===== src/rtl/serial_subtractor.sv =====
// -----------------------------------------------------------------------------
// serial_subtractor
//
// Bit-serial unsigned subtractor. Computes {borrow, diff} = a - b - bin,
// one bit per clock, LSB first. The operation takes WIDTH cycles in RUN and
// then one DONE cycle that carries the done pulse.
//
// Parameters
//   WIDTH   operand width in bits (2..64), default 8
//
// Ports
//   clk     rising-edge clock
//   rst     synchronous active-high reset, has priority over start
//   start   operation request, only sampled while idle
//   a       minuend, captured when start is accepted
//   b       subtrahend, captured when start is accepted
//   bin     borrow-in, captured when start is accepted
//   busy    high while in RUN or DONE
//   done    one-cycle completion pulse (registered)
//   diff    result difference (registered, updated only on entering DONE)
//   borrow  result borrow-out (registered, updated only on entering DONE)
//   ovf     signed overflow flag, present only when the macro
//           SERIAL_SUBTRACTOR_OVF_EN is defined
//
// Build option
//   SERIAL_SUBTRACTOR_OVF_EN  adds the ovf output and its register
//
// States
//   state | meaning
//   IDLE  | waiting for start; outputs hold last result
//   RUN   | resolving one difference bit per clock, LSB first
//   DONE  | result valid and done pulsed for this one cycle
// -----------------------------------------------------------------------------
module serial_subtractor #(
  parameter int WIDTH = 8
) (
  input  logic             clk,
  input  logic             rst,
  input  logic             start,
  input  logic [WIDTH-1:0] a,
  input  logic [WIDTH-1:0] b,
  input  logic             bin,
  output logic             busy,
  output logic             done,
  output logic [WIDTH-1:0] diff,
`ifdef SERIAL_SUBTRACTOR_OVF_EN
  output logic             borrow,
  output logic             ovf
`else
  output logic             borrow
`endif
);

  localparam int IW = (WIDTH > 2) ? $clog2(WIDTH) : 1;
  localparam logic [IW-1:0] LAST_IDX = IW'(WIDTH - 1);

  typedef enum logic [1:0] {
    IDLE = 2'd0,
    RUN  = 2'd1,
    DONE = 2'd2
  } state_t;

  state_t           state;
  logic [WIDTH-1:0] a_sh;
  logic [WIDTH-1:0] b_sh;
  logic [WIDTH-1:0] acc;
  logic [IW-1:0]    idx;
  logic             br;

  logic             a_bit;
  logic             b_bit;
  logic             d_bit;
  logic             br_nxt;
  logic [WIDTH-1:0] acc_nxt;

  // Current bit slice: operands shift right so bit 0 is always the bit
  // being resolved.
  assign a_bit   = a_sh[0];
  assign b_bit   = b_sh[0];
  assign d_bit   = a_bit ^ b_bit ^ br;
  assign br_nxt  = (~a_bit & b_bit) | (~(a_bit ^ b_bit) & br);
  // New bits enter at the MSB; after WIDTH shifts bit 0 of the result has
  // walked down to position 0.
  assign acc_nxt = {d_bit, acc[WIDTH-1:1]};

  assign busy = (state != IDLE);

  always_ff @(posedge clk) begin
    if (rst) begin
      state  <= IDLE;
      a_sh   <= '0;
      b_sh   <= '0;
      acc    <= '0;
      idx    <= '0;
      br     <= 1'b0;
      done   <= 1'b0;
      diff   <= '0;
      borrow <= 1'b0;
`ifdef SERIAL_SUBTRACTOR_OVF_EN
      ovf    <= 1'b0;
`endif
    end else begin
      case (state)
        IDLE: begin
          done <= 1'b0;
          if (start) begin
            a_sh  <= a;
            b_sh  <= b;
            br    <= bin;
            acc   <= '0;
            idx   <= '0;
            state <= RUN;
          end
        end

        RUN: begin
          a_sh <= a_sh >> 1;
          b_sh <= b_sh >> 1;
          br   <= br_nxt;
          acc  <= acc_nxt;
          if (idx == LAST_IDX) begin
            diff   <= acc_nxt;
            borrow <= br_nxt;
`ifdef SERIAL_SUBTRACTOR_OVF_EN
            // On the last bit the shifters hold the operand MSBs and d_bit
            // is the result MSB, so no copy of the operands is needed.
            ovf    <= (a_bit ^ b_bit) & (a_bit ^ d_bit);
`endif
            done   <= 1'b1;
            state  <= DONE;
          end else begin
            idx <= idx + IW'(1);
          end
        end

        DONE: begin
          done  <= 1'b0;
          state <= IDLE;
        end

        default: begin
          done  <= 1'b0;
          state <= IDLE;
        end
      endcase
    end
  end

endmodule


===== config.mk =====
export PLATFORM = sky130hd
export DESIGN_NAME = serial_subtractor
export DESIGN_NICKNAME = d
export VERILOG_FILES = /design/src/rtl/serial_subtractor.sv
export SDC_FILE = /design/constraint.sdc
export NUM_CORES = 1
export LEC_CHECK = 0
export ABC_AREA = 1
export ABC_CLOCK_PERIOD_IN_PS = 1800
export BUFFER_PORTS_ARGS = -buffer_cell sky130_fd_sc_hd__buf_2
export CORE_MARGIN = 10
export CORE_UTILIZATION = 48
export CTS_CLUSTER_SIZE = 24
export DETAILED_ROUTE_END_ITERATION = 12
export GPL_ROUTABILITY_DRIVEN = 0
export PLACE_DENSITY_LB_ADDON = 0.25
export SETUP_SLACK_MARGIN = 0.05
export SYNTH_ARGS = -nofsm -noshare
export SYNTH_HDL_FRONTEND = slang
export SYNTH_SLANG_ARGS = --single-unit

===== constraint.sdc =====
create_clock -name clk -period 1.8 [get_ports clk]
set_input_delay 0.27 -clock clk [delete_from_list [all_inputs] [get_ports clk]]
set_output_delay 0.27 -clock clk [all_outputs]
set_load 0.05 [all_outputs]

==> results.md, run 1 <==
- Via density: about 4.8
- Fmax: 647.4 MHz
- Crit path DAT: 1270 ps
- Max transition margin: 50.79%
- CP bufs+invs: 2
- Combinational family with the most area after synthesis: simple AND/OR/NAND/NOR gates
- Register area share after synthesis: between 40% and 50%
- Post-Syn Area: roughly 0.0017 mm^2
- RSZ-0062 raised after global routing: no
- Final WS setup: between 200 and 300 ps
- DR vias: around 1,500
- Final setup skew: between 10 and 15 ps
- Fin crit period: between 1500 and 2000 ps
- Syn avg cell area: 7.237 um^2
- Die H: around 80 um
- Place WS: approximately 410 ps
- Highest-delay cell along the critical path: dfxtp_1
- Hold WC Path Type: in -> reg
- Crit path required time: 1530 ps
- Top Ports: 31
- Most frequent cells in the layout: nor2_1, nand2_1, dfxtp_1
- Row count: 21
- Commonest non-fill, non-tap cell in the layout: nor2_1
- Synthesized flop and latch total: 39
- Post-Syn Instances: between 200 and 250
- Period utilization: 85.82%
- Synth Area in Adders: 3.370%
- Hold slack: 167.5 ps
- Clk_lat worst skew: between 300 and 400 ps
- Final HPWL DP: between 2000 and 3000 um
- Detailed Route Iter0 Violations: a little under 70
- Final setup fails: 0
- Die area: between 0.006 and 0.007 mm^2
- CP Cell Sequence: nor2_4 -> inv_1 -> buf_2
- Total leakage power: 0.9832 nW
- Layout cells sized above 1: a little under a fifth
- Clock buffer depth: 2
- Fin area: between 0.0015 and 0.002 mm^2
- Total track usage: 12.36%
- 1st-pass router iterations: 4
- Clock buffer count from CTS: 5
- Fin util: between 50% and 60%
- CORE AREA: about 0.0034 mm^2
- Die W: roughly 80 um
- CTS Root Cell: clkbuf_4
- Total wire length: around 3600 um
- Cell variety after synth: 20
- Pwr/cell area: just under 900 mW/mm^2
- DRC: 0
- Starting Density: ~50%
- IO Port Bufs: 30
- Startpoint Class: register
- Xor and xnor area share after synthesis: 0%
- Fill cell count: roughly 330
- Setup TNS: 0 ps
- Crit Path Class: reg -> out
- DP Area: ~0.0019 mm^2
- Ant diodes: 0
- Largest stage delay on the critical path: ~400 ps
- Gr ovfl total: 0
- H-tree Lvls: 2
- Synth Area in Compound Gates: under 10%
- Layout area overhead: 14.73%
- Final hold violations: 0
- Outcome: complete, no violations
- Mapped Nets: between 200 and 300
- Tightest Pin Transition: between 700 and 800 ps
- Largest net degree at the start of global routing: 26
- Post-DRT Antenna Nets: 0
- Initial antenna violation count: 0
- Crit Path Max Fanout: 11
- Area share of and/or/nand/nor cells after synthesis: between 30% and 40%
- CTS sink count: 39
- Synth warnings: 0
- Slew Viols, Final: 0
- Final #Nets: 290
- Number of global-route vias before repair: 1,526
- Setup crit end kind: output pin
- CTS tree: yes
- Clock transition at path regs: 110 ps
- VDD IR max: 0.5348 mV
- Wire per inst: 11.57 um
- Post-synthesis mux area share: 0%
- CP delay by family, top: flip-flops
- Max-cap violations: 0
- First-pass GRT wire length: about 6500 um
[per-layer routing]
layer	track usage [%]	vias up	wire length, um
met3	3.716	7	160
li1	-	801	-
met5	0	-	0
met4	4.301	0	51
met1	14.23	670	1711
met2	21.12	27	1697
[cells in the mapped netlist (all sizes together)]
master	number	area, um^2
nand2	51	214.0
fa	1	20.02
inv	24	90.08
nand3	32	160.2
o22ai	6	37.54
o21ai	13	65.06
dfxtp	39	780.8
nor2	54	215.2
a21oi	2	10.01
buf	8	65.06
ha	3	37.54
clkbuf	3	12.51
[where the power goes]
| group | internal [mW] | leakage (nW) | switching (mW) |
|---|---|---|---|
| registers | 0.892 | 0.317 | 0.0174 |
| logic | 0.0663 | 0.618 | 0.114 |
| clock network | 0.328 | 0.0482 | 0.277 |
[worst reg2reg max path: cells and delay by family (launching register included)]
family / cells / cell delay [ps]
buf+inv: 3 / 490
flops: 1 / 480
simple gates: 4 / 440
[state kept, by name, summed over array words and instances (netlist names)]
| signal | flops |
|---|---|
| done | 1 |
| b_sh | 8 |
| diff | 8 |
| borrow | 1 |
| acc | 7 |
| a_sh | 8 |
| br | 1 |
| state | 2 |
| idx | 3 |
[worst paths after layout]
check	from	to	slack, ps	cells after the start
setup / recovery	state[0]	busy	260	3
hold / removal	a[7]	a_sh[7]	170	3
setup reg to reg	state[1]	diff[0]	330	7
hold reg to reg	idx[1]	idx[1]	490	2
[cells by family after synthesis]
logic type / Yosys count
AO/OA/AOI/OAI: 21
adder cells (fa/ha/maj): 4
buffers and inverters: 35
flip-flops: 39
AND/OR/NAND/NOR: 137
[final cells by class]
| type | count | area, um^2 | area share (%) |
|---|---|---|---|
| repair buffers | 34 | 180.2 | 9.195 |
| clock inverters | 2 | 35.03 | 1.788 |
| well taps | 46 | 57.56 | 2.937 |
| flip-flops and latches | 39 | 780.7 | 39.85 |
| multi-input cells | 162 | 764.5 | 39.02 |
| clock buffers | 6 | 51.30 | 2.618 |
| inverters | 24 | 90.09 | 4.598 |
[repair_timing]
action                     4_1_cts  5_1_grt
setup buffers                    0        0
hold buffers                     0        0
gates resized for setup          0        1
setup endpoints to repair        0        1
[through the flow]
| stage | std cells | total power, mW |
|---|---|---|
| after floorplan | 236 | 1.065 |
| after global placement | 305 | 1.107 |
| after detailed placement | 305 | 1.108 |
| after CTS | 313 | 1.708 |
| after global routing | 313 | 1.777 |
| final | 313 | 1.696 |
Power figures use the tool's default switching activity.
==> run 2: changes to the inputs <==
==> constraint.sdc (replaced) <==
create_clock -name clk -period 1.8 [get_ports clk]
set_input_delay 0.27 -clock clk [delete_from_list [all_inputs] [get_ports clk]]
set_output_delay 0.27 -clock clk [all_outputs]
set_load 0.01 [all_outputs]
==> results.md, run 2 (same netlist as run 1, synthesis figures left out) <==
- Outcome: complete, no violations (unchanged)
- Setup crit end kind: output pin (unchanged)
- FF-to-FF Start: idx[0] (was state[1])
- Layout area overhead: 15.31% (was 14.73%)
- Max-cap violations: 0 (unchanged)
- Final setup skew: 4.693 ps (was 11.49 ps)
- Sw power: 419.3 uW (was 408.9 uW)
- Clock transition at path regs: 120 ps (was 110 ps)
- Internal: 1.391 mW (was 1.287 mW)
- Total track usage: 12.42% (was 12.36%)
- Die H: 79.65 um (unchanged)
- Comb pwr share: 9.7% (was 10.6%)
- Clk network pwr share: 40.1% (was 35.7%)
- Largest net degree at the start of global routing: 26 (unchanged)
- Fin util: 58.10% (was 57.81%)
- Total leakage power: 0.9857 nW (was 0.9832 nW)
- Period utilization: 84.06% (was 85.82%)
- Highest-delay cell along the critical path: dfxtp_1 (unchanged)
- Pwr/cell area: 919.3 mW/mm^2 (was 865.3 mW/mm^2)
- Final HPWL DP: 2540 um (was 2567 um)
- VDD IR max: 0.7958 mV (was 0.5348 mV)
- Setup TNS: 0 ps (unchanged)
- Die W: 79.65 um (unchanged)
- Tightest Pin Transition: 721.0 ps (was 737.3 ps)
- HP Start: a[7] (unchanged)
- Wire per inst: 11.59 um (was 11.57 um)
- Fill cell count: 331 (unchanged)
- Top Registers: a_sh: 8 flops, b_sh: 8 flops, diff: 8 flops (unchanged)
- Starting Density: 50.39% (unchanged)
- RSZ-0062 raised after global routing: no (unchanged)
- Post-DRT Antenna Nets: 0 (unchanged)
- CP Cell Sequence: nor2_2 -> buf_4 -> inv_1 -> buf_2 (was nor2_4 -> inv_1 -> buf_2)
- CTS Root Cell: clkbuf_4 (unchanged)
- 1st-pass router iterations: 4 (unchanged)
- CP bufs+invs: 3 (was 2)
- CTS resizes: 0 (unchanged)
- Initial antenna violation count: 0 (unchanged)
- Clk_lat worst skew: 350 ps (was 340 ps)
- Max transition margin: 51.88% (was 50.79%)
- Gr ovfl total: 0 (unchanged)
- Sequential power share: 50.2% (was 53.6%)
- Hold WC Path Type: in -> reg (unchanged)
- CTS tree: yes (unchanged)
- Multi-input gate area: 759.5 um^2 (was 764.5 um^2)
- DRC: 0 (unchanged)
- Crit path required time: 1530 ps (about the same)
- Seq. cell area: 780.7 um^2 (unchanged)
- Layout cells sized above 1: 17.98% (was 18.35%)
- IO Port Bufs: 30 (unchanged)
- Crit path DAT: 1240 ps (was 1270 ps)
- Total wire length: 3629 um (was 3621 um)
- Crit Path Class: reg -> out (unchanged)
- Detailed Route Iter0 Violations: 81 (was 68)
- Sw frac: 23.16% (was 24.11%)
- Via density: 4.789 (was 4.808)
- Clock buffer count from CTS: 5 (unchanged)
- CTS sink count: 39 (unchanged)
- Row count: 21 (unchanged)
- Largest stage delay on the critical path: 380 ps (was 400 ps)
- Top Ports: 31 (unchanged)
- Final #Nets: 290 (unchanged)
- Final setup fails: 0 (unchanged)
- CP delay by family, top: buffers and inverters (was flip-flops)
- Final hold violations: 0 (unchanged)
- Number of global-route vias before repair: 1,438 (was 1,526)
- CP Launch Point: state[0] (unchanged)
- H-tree Lvls: 2 (unchanged)
- DR vias: 1,499 (was 1,505)
- Commonest non-fill, non-tap cell in the layout: nor2_1 (unchanged)
- Die area: 0.006344 mm^2 (unchanged)
- Fin crit period: 1513 ps (was 1545 ps)
- Fmax: 660.9 MHz (was 647.4 MHz)
- CORE AREA: 0.003390 mm^2 (unchanged)
- Postcts setup bufs: 0 (unchanged)
- First-pass GRT wire length: 6368 um (was 6520 um)
- Hold buffers post-CTS: 0 (unchanged)
- Ant diodes: 0 (unchanged)
- Clock buffer depth: 2 (unchanged)
- Most frequent cells in the layout: nor2_1, nand2_1, dfxtp_1 (unchanged)
- Slew Viols, Final: 0 (unchanged)
- Crit Path Max Fanout: 16 (was 11)
- Startpoint Class: register (unchanged)
==> run 2: cell count changes in the layout (fill, tap and decap cells not counted) <==
cell / change
bufinv_16: +1
clkbuf_1: +1
clkbuf_8: -1
clkinv_2: -1
nor2_2: +1
nor2_4: -1
==> run 2: layout make-up <==
cell class | count | share of cell area, %
clock buffer | 6 | 2.097
multi-input combinational | 162 | 38.56
inverter | 24 | 4.574
sequential | 39 | 39.64
clock inverter | 2 | 3.050
timing repair buffer | 34 | 9.149
tap | 46 | 2.922
==> run 2: routing by layer <==
layer / global-route usage [%] / vias to the layer above / routed length [um] / part of all wire, %
met5: 0 / - / 0 / 0
met4: 5.376 / 0 / 54 / 1.5
met3: 4.730 / 6 / 212 / 5.8
met2: 19.82 / 34 / 1644 / 45
met1: 14.44 / 656 / 1718 / 47
li1: - / 803 / - / -
==> run 2: per-stage QoR <==
step                      hold slack [ps]  worst slack (ps)  total power [mW]  instances  area, um^2
final                               154.5             286.8             1.810        313        1969
after global placement              465.2             443.6             1.103        305        1868
after detailed placement            472.0             387.2             1.104        305        1868
after global routing                148.9             198.7             1.884        313        1969
after floorplan                     339.1             571.5             1.060        236        1708
after CTS                           141.6             266.4             1.825        313        1969
==> run 2: final timing paths <==
kind	endpoint	slack, ps	depth (start not counted)
max	busy	290	4
min	a_sh[7]	150	3
max reg2reg	diff[1]	370	8
min reg2reg	done	490	2
==> run 2: power by group through the flow <==
stage	combinational, mW	sequential, mW	clock [mW]
final	0.176	0.908	0.726
after global routing	0.205	0.913	0.766
after CTS	0.177	0.909	0.739
after detailed placement	0.176	0.928	0
after global placement	0.176	0.927	0
after floorplan	0.136	0.924	0
==> run 2: tightest hold or removal path, cell delays in order <==
cell and delay (ps):
buf_2 100, nand2_1 50, a21oi_1 50
==> run 3: changes to the inputs <==
--- a/config.mk
+++ b/config.mk
@@ -6,7 +6,7 @@
 export NUM_CORES = 1
 export LEC_CHECK = 0
 export ABC_AREA = 1
-export ABC_CLOCK_PERIOD_IN_PS = 1800
+export ABC_CLOCK_PERIOD_IN_PS = 1500
 export BUFFER_PORTS_ARGS = -buffer_cell sky130_fd_sc_hd__buf_2
 export CORE_MARGIN = 10
 export CORE_UTILIZATION = 48
==> constraint.sdc (replaced) <==
create_clock -name clk -period 1.5 [get_ports clk]
set_input_delay 0.225 -clock clk [delete_from_list [all_inputs] [get_ports clk]]
set_output_delay 0.225 -clock clk [all_outputs]
set_load 0.01 [all_outputs]
==> results.md, run 3 (same netlist as run 1, synthesis figures left out) <==
- Top Ports: 31 (unchanged)
- Crit path DAT: 1180 ps (was 1240 ps)
- Highest-delay cell along the critical path: dfxtp_1 (unchanged)
- Max-cap violations: 0 (unchanged)
- First-pass GRT wire length: 6486 um (was 6368 um)
- CP Cell Sequence: nor2_2 -> buf_6 -> inv_1 -> buf_2 (was nor2_2 -> buf_4 -> inv_1 -> buf_2)
- Fill cell count: 331 (unchanged)
- Largest net degree at the start of global routing: 19 (was 26)
- CTS Root Cell: clkbuf_4 (unchanged)
- Pwr/cell area: 963.4 mW/mm^2 (was 919.3 mW/mm^2)
- Final setup skew: 10.19 ps (was 4.693 ps)
- Outcome: complete, no violations (unchanged)
- Crit Path Class: reg -> out (unchanged)
- Tightest Pin Transition: 337.2 ps (was 721.0 ps)
- 1st-pass router iterations: 4 (unchanged)
- Post-DRT Antenna Nets: 0 (unchanged)
- Clk_lat worst skew: 350 ps (about the same)
- Max transition margin: 77.46% (was 51.88%)
- Startpoint Class: register (unchanged)
- Gr ovfl total: 0 (unchanged)
- Row count: 21 (unchanged)
- Period utilization: 93.83%
- DR vias: 1,505 (was 1,499)
- VDD IR max: 0.6230 mV (was 0.7958 mV)
- Final hold violations: 0 (unchanged)
- Slew Viols, Final: 0 (unchanged)
- Largest stage delay on the critical path: 380 ps (about the same)
- Final #Nets: 296 (was 290)
- Hold slack: 117.9 ps (was 154.5 ps)
- Via density: 4.718 (was 4.789)
- DRC: 0 (unchanged)
- RSZ-0062 raised after global routing: yes (was no)
- CORE AREA: 0.003390 mm^2 (unchanged)
- Starting Density: 50.39% (unchanged)
- Final setup fails: 0 (unchanged)
- Initial antenna violation count: 0 (unchanged)
- Total track usage: 12.54% (was 12.42%)
- CTS tree: yes (unchanged)
- Layout area overhead: 17.29% (was 15.31%)
- Hold WC Path Type: in -> reg (unchanged)
- Detailed Route Iter0 Violations: 76 (was 81)
- Most frequent cells in the layout: nor2_1, nand2_1, dfxtp_1 (unchanged)
- Ant diodes: 0 (unchanged)
- Crit path required time: 1270 ps (was 1530 ps)
- Number of global-route vias before repair: 1,518 (was 1,438)
- Final HPWL DP: 2654 um (was 2540 um)
- Hold buffers post-CTS: 0 (unchanged)
- Fmax: approximately 710 MHz
- Layout cells sized above 1: 20.51% (was 17.98%)
- Commonest non-fill, non-tap cell in the layout: nor2_1 (unchanged)
- H-tree Lvls: 2 (unchanged)
- Clock buffer depth: 2 (unchanged)
- Die area: 0.006344 mm^2 (unchanged)
- CP bufs+invs: 3 (unchanged)
- Die W: 79.65 um (unchanged)
- Setup crit end kind: output pin (unchanged)
- Setup TNS: 0 ps (unchanged)
- Clock buffer count from CTS: 5 (unchanged)
- Crit Path Max Fanout: 9 (was 16)
- Top Registers: a_sh: 8 flops, b_sh: 8 flops, diff: 8 flops (unchanged)
- IO Port Bufs: 30 (unchanged)
- Total leakage power: 1.007 nW (was 0.9857 nW)
- Total wire length: 3763 um (was 3629 um)
- Die H: 79.65 um (unchanged)
- CP delay by family, top: flip-flops (was buffers and inverters)
- Wire per inst: 11.80 um (was 11.59 um)
- Fin crit period: 1407 ps
- Clock transition at path regs: 110 ps (was 120 ps)
- CTS sink count: 39 (unchanged)
[run 3: path summary, 6_finish.rpt]
kind / from / endpoint / slack [ps] / cells after the start
worst min-delay path: a[7] / a_sh[7] / 120 / 3
worst max register to register: idx[0] / diff[0] / 150 / 7
worst max-delay path: state[0] / busy / 90 / 4
worst min register to register: acc[1] / acc[1] / 490 / 2
[run 3: timing repair]
action | in CTS | in global routing
pin swaps | 0 | 0
endpoints found under the setup margin | 1 | 9
gates resized for setup | 1 | 7
buffers inserted | 0 | 2
cloned | 0 | 1
[run 3: through the flow]
stage	utilization [%]	cells	setup WS (ps)	instance area (um^2)	total power, mW
after floorplan	-	236	271.5	1708	1.272
final	59.10	319	92.54	2003	1.930
after global placement	56.15	308	246.7	1903	1.333
after detailed placement	56.15	308	179.9	1903	1.337
after CTS	58.29	316	57.70	1976	1.927
after global routing	59.10	319	34.62	2003	2.014
[run 3: worst register-to-register path, stage by stage (launching register included)]
cell	delay (ps)
dfxtp_1	330
ha_1	210
ha_1	200
inv_1	90
nor2_4	50
buf_4	150
o21ai_0	150
nor2_1	50
[run 3: cell type report]
class | count | area (um^2) | area share (%)
timing repair buffer | 40 | 239.0 | 11.93
tap | 46 | 57.56 | 2.873
sequential | 39 | 780.7 | 38.98
multi-input combinational | 162 | 767.0 | 38.29
clock buffer | 8 | 68.82 | 3.435
inverter | 24 | 90.09 | 4.497
[run 3: per-layer routing]
layer	GRT usage, %	routed length (um)	vias to the layer above	share of wire [%]
met1	14.73	1765	657	47
met5	0	0	-	0
met2	20.71	1754	28	47
met3	3.941	189	7	5.0
met4	4.839	53	0	1.4
li1	-	-	813	-
[run 3: power by group]
part	leakage, nW	switching (mW)	total (mW)	internal, mW
clock network	0.0386	0.332	0.608	0.276
logic	0.651	0.138	0.231	0.0938
registers	0.317	0.0200	1.09	1.07
total	1.01	0.490	1.93	1.44
